File: src/rtl/univ_shift_reg.sv
// WIDTH-bit universal shift register with load/shift/rotate/clear modes
// and a burst engine that repeats a shift/rotate op a programmed number of times.
module univ_shift_reg #(
  parameter int               WIDTH     = 8,
  parameter int               AMT_W     = 4,
  parameter logic [WIDTH-1:0] RESET_VAL = '0
) (
  input  logic             clk,
  input  logic             rst,
  input  logic             en,
  input  logic [2:0]       mode,
  input  logic [WIDTH-1:0] d,
  input  logic             sin_l,
  input  logic             sin_r,
  input  logic             start,
  input  logic [AMT_W-1:0] amt,
  output logic [WIDTH-1:0] q,
  output logic [WIDTH-1:0] qbar,
  output logic             sout_l,
  output logic             sout_r,
  output logic             busy,
  output logic             done
);

  typedef enum logic {IDLE, RUN} state_t;

  localparam logic [2:0] M_HOLD = 3'b000;
  localparam logic [2:0] M_LOAD = 3'b001;
  localparam logic [2:0] M_SHL  = 3'b010;
  localparam logic [2:0] M_SHR  = 3'b011;
  localparam logic [2:0] M_ROL  = 3'b100;
  localparam logic [2:0] M_ROR  = 3'b101;
  localparam logic [2:0] M_ASR  = 3'b110;
  localparam logic [2:0] M_CLR  = 3'b111;

  state_t           r_state;
  logic [WIDTH-1:0] r_q;
  logic [AMT_W-1:0] r_cnt;
  logic [2:0]       r_op;
  logic             r_busy;
  logic             r_done;

  logic             w_burst_req;
  logic             w_last_step;
  logic [WIDTH-1:0] w_single_q;
  logic [WIDTH-1:0] w_step_q;

  function automatic logic [WIDTH-1:0] f_apply(
    input logic [2:0]       op,
    input logic [WIDTH-1:0] cur,
    input logic [WIDTH-1:0] din,
    input logic             sl,
    input logic             sr
  );
    logic [WIDTH-1:0] res;
    res = cur;
    case (op)
      M_HOLD:  res = cur;
      M_LOAD:  res = din;
      M_SHL:   res = {cur[WIDTH-2:0], sr};
      M_SHR:   res = {sl, cur[WIDTH-1:1]};
      M_ROL:   res = {cur[WIDTH-2:0], cur[WIDTH-1]};
      M_ROR:   res = {cur[0], cur[WIDTH-1:1]};
      M_ASR:   res = {cur[WIDTH-1], cur[WIDTH-1:1]};
      M_CLR:   res = '0;
      default: res = cur;
    endcase
    return res;
  endfunction

  // Only the shift/rotate family can be repeated as a burst
  assign w_burst_req = start && (mode >= M_SHL) && (mode <= M_ASR);
  assign w_last_step = (r_cnt == AMT_W'(1));
  assign w_single_q  = f_apply(mode, r_q, d, sin_l, sin_r);
  assign w_step_q    = f_apply(r_op, r_q, d, sin_l, sin_r);

  always_ff @(posedge clk or posedge rst) begin
    if (rst) begin
      r_state <= IDLE;
      r_q     <= RESET_VAL;
      r_cnt   <= '0;
      r_op    <= M_HOLD;
      r_busy  <= 1'b0;
      r_done  <= 1'b0;
    end else begin
      r_done <= 1'b0;
      case (r_state)
        IDLE: begin
          if (w_burst_req) begin
            r_op <= mode;
            if (amt == '0) begin
              r_done <= 1'b1;
            end else begin
              r_state <= RUN;
              r_cnt   <= amt;
              r_busy  <= 1'b1;
            end
          end else if (en) begin
            r_q <= w_single_q;
          end
        end
        RUN: begin
          if (en) begin
            r_q   <= w_step_q;
            r_cnt <= r_cnt - AMT_W'(1);
            if (w_last_step) begin
              r_state <= IDLE;
              r_busy  <= 1'b0;
              r_done  <= 1'b1;
            end
          end
        end
        default: r_state <= IDLE;
      endcase
    end
  end

  assign q      = r_q;
  assign qbar   = ~r_q;
  assign sout_l = r_q[WIDTH-1];
  assign sout_r = r_q[0];
  assign busy   = r_busy;
  assign done   = r_done;

endmodule

File: config.mk
export PLATFORM = sky130hd
export DESIGN_NAME = univ_shift_reg
export DESIGN_NICKNAME = d
export VERILOG_FILES = /design/src/rtl/univ_shift_reg.sv
export SDC_FILE = /design/constraint.sdc
export NUM_CORES = 1
export LEC_CHECK = 0
export BUFFER_PORTS_ARGS = -buffer_cell sky130_fd_sc_hd__buf_2
export CAP_MARGIN = 20
export CORE_ASPECT_RATIO = 1.4
export CORE_MARGIN = 5
export CORE_UTILIZATION = 45
export DETAILED_ROUTE_END_ITERATION = 10
export HOLD_SLACK_MARGIN = 0.12
export PLACE_DENSITY = 0.69
export SYNTH_ARGS = -nofsm -noshare
export SYNTH_HDL_FRONTEND = slang
export SYNTH_SLANG_ARGS = --single-unit
File: constraint.sdc
create_clock -name clk -period 1.9 [get_ports clk]
set_input_delay 0.285 -clock clk [delete_from_list [all_inputs] [get_ports clk]]
set_output_delay 0.285 -clock clk [all_outputs]
set_load 0.02 [all_outputs]
==> impl_metrics.tcl <==
set metrics [dict create \
    status "finished clean" \
    routed_wl_microns 4370 \
    tightestPinTransition_ps 733.1 \
    via_count 1590 \
    via_per_inst 5.933 \
    cts_inserted_buffers 3 \
    drcViolationCount 0 \
    final_hold_viol_count 0 \
    reg2reg_to "q[1]$_DFFE_PP0P_" \
    async_flop_share_pct 100.0 \
    yosysSeqAreaShare_pct 27.54 \
    synth_area_per_cell_sq_um 8.301 \
    cp.arrival_ps 1890 \
    antenna_found_initial 0 \
    cts_max_level 1 \
    layout.nets 250 \
    r2r_cells 4 \
    n_fill_cell 371 \
    synth.ff_latch_count 18 \
    diodes 0 \
    place.gp.congestion 0.8019 \
    die_y_microns 81.33 \
    drtPass1Iterations 4 \
    grt_max_degree 19 \
    synth_edf_count 0 \
    port_buffers 40 \
    rsz0062_at_grt "no" \
    postPlaceCellArea_sq_um 1831 \
    initial_core_util_pct 45.70 \
    die_width_microns 60.95 \
    crit_required_ps 2040 \
    netlist_area_sq_um 1635 \
    cts_resized 0 \
    grt_use_total_pct 18.48 \
    dp_hpwl_microns 3175 \
    cp-startpoint "r_op[0]$_DFFE_PP0P_" \
    yosysWarnings 0 \
    drive_gt1_share_pct 29.65 \
    endpoint "q[1]$_DFFE_PP0P_" \
    multi_input_area_sq_um 1026 \
    clk_latency_ps 260 \
    drv_slew 0 \
    ant_nets 0 \
    synth-main-ff-cell "dfrtp_1" \
    maxCapViolCount 0 \
    globalRouteOverflowTotal 0 \
    crit_path_end_kind "flop" \
    cts_tree "yes" \
    wl_per_cell_microns 16.31 \
    path_clk_slew_ps 80 \
    tns_ps 0 \
    ir_drop_mv 0.8627 \
    p_leak_uw 0.0008689 \
    drt_iter0_markers 53 \
    post-synth-top-count-cell "dfrtp_1" \
    postSynthCellCount 197 \
    fp-row-count 26 \
    worst-path-max-fanout 16 \
    critPathKind "flop to flop" \
    synth_top_area_share_pct 27.54 \
    setup_viol 0 \
    first_global_vias 1456 \
    dpl_worst_slack_ps 156.4 \
    slew-limit-headroom_pct 51.07 \
    fin_crit_sh_pct 92.11 \
    hold_buffers 0 \
    fmax_ghz 0.5714 \
    r2r-start "r_op[0]$_DFFE_PP0P_" \
    cts.sinks 18 \
    fin_crit_ps 1750 \
    core_area_sq_um 3578 \
    fin_ws_ps 150.0 \
    post_cts_buffers 0 \
    ys_types 47 \
    synth_commonest_cells "18 x dfrtp_1, 17 x nor2_1, 15 x inv_1" \
    cts_buffer_depth 2 \
    pwr_density_cell_nw_per_um2 1630 \
    r2r_slack_ps 150 \
    design_area_sq_um 1886 \
    skew_ps 6.665 \
    num_io_pins 41 \
    cp-start-kind "flop" \
    synthTopCellsByArea "dfrtp_1 28%, mux2_2 7.6%, mux2i_1 7.3%" \
    synth_nets 220 \
    syn2layout_area_growth_pct 15.30 \
    yosys.area.top_type "dfrtp_1" \
    hp-class "input pin to async pin" \
    fp.dieArea_sq_um 4957 \
    grt_pass1_wl_microns 6962 \
    regArea_sq_um 450.4 \
    clockRootBuffer "clkbuf_8" \
]
## layer usage
layer / vias up / track usage, % / wire length, microns
met4: 0 / 5.423 / 48
met5: - / 0 / 0
met1: 754 / 23.96 / 1837
met3: 5 / 2.067 / 242
li1: 784 / - / -
met2: 47 / 31.58 / 2242
## sequential cells by signal, indices dropped and copies added (netlist names)
register  flops
q             8
r_op          3
busy          1
done          1
r_cnt         4
r_state       1
## metrics by stage
step                hold slack [ps]  instances  utilization, %  power, uW
finish                        134.3        268           52.69       3074
global route                  207.5        268           52.69       3342
CTS                           164.0        268           52.69       3097
detailed placement            449.1        264           51.15       2753
global placement              436.2        264           51.15       2719
floorplan                     223.6        197               -       2257
## power by group
part | internal (uW) | total (uW) | switching, uW
clock network | 185 | 328 | 144
logic | 865 | 1850 | 981
registers | 558 | 900 | 342
total | 1610 | 3070 | 1470
## placed cells by master (no fill, tap or decap), types with 2 or more instances in the layout
| cell | instances |
|---|---|
| a21oi_1 | 12 |
| o22ai_1 | 3 |
| nand2b_1 | 4 |
| a21boi_0 | 2 |
| buf_2 | 40 |
| mux2i_1 | 12 |
| o31ai_1 | 2 |
| buf_4 | 6 |
| a21o_1 | 4 |
| or2_2 | 3 |
| a31oi_1 | 4 |
| inv_1 | 15 |
| nand2_1 | 6 |
| nor2b_1 | 4 |
| o32a_1 | 5 |
| nor2_1 | 17 |
| and3b_1 | 2 |
| dfrtp_1 | 18 |
| ha_1 | 2 |
| a221oi_1 | 9 |
| clkbuf_8 | 4 |
| mux2_2 | 11 |
| o21ai_0 | 13 |
| nor3_1 | 3 |
| nand3_1 | 4 |
## cell type report
type	instances	area share [%]
clock buffer	4	2.920
inverter	15	2.986
multi-input combinational	143	54.41
sequential	18	23.89
tap	42	2.787
timing repair buffer	46	13.01
## worst min path at each step
| stage | slack [ps] | start | cells past startpoint | endpoint |
|---|---|---|---|---|
| 6_report | 130 | rst | 2 | busy$_DFFE_PP0P_ |
| 5_1_grt | 210 | rst | 2 | busy$_DFFE_PP0P_ |
| 4_1_cts | 160 | rst | 2 | busy$_DFFE_PP0P_ |
| 3_5_place_dp | 450 | rst | 2 | busy$_DFFE_PP0P_ |
| 3_3_place_gp | 440 | rst | 2 | busy$_DFFE_PP0P_ |
| 2_1_floorplan | 220 | rst | 1 | busy$_DFFE_PP0P_ |
## critical path, stage by stage, from the launching register on
cell and delay, ps:
dfrtp_1 660, mux2_2 390, a221oi_1 300, o32a_1 220
mux2i_1 70
## kinds of logic (layout without fill, tap and decap cells)
| logic type | count (synthesis) | in the layout | share of synthesized area (%) |
|---|---|---|---|
| AO/OA/AOI/OAI | 66 | 66 | 29.46 |
| flip-flops | 18 | 18 | 27.54 |
| multiplexers | 23 | 23 | 14.92 |
| buffers and inverters | 36 | 65 | 9.717 |
| AND/OR/NAND/NOR | 52 | 52 | 16.83 |
| adder cells (fa/ha/maj) | 2 | 2 | 1.530 |
(Power assumes the default switching activity.)
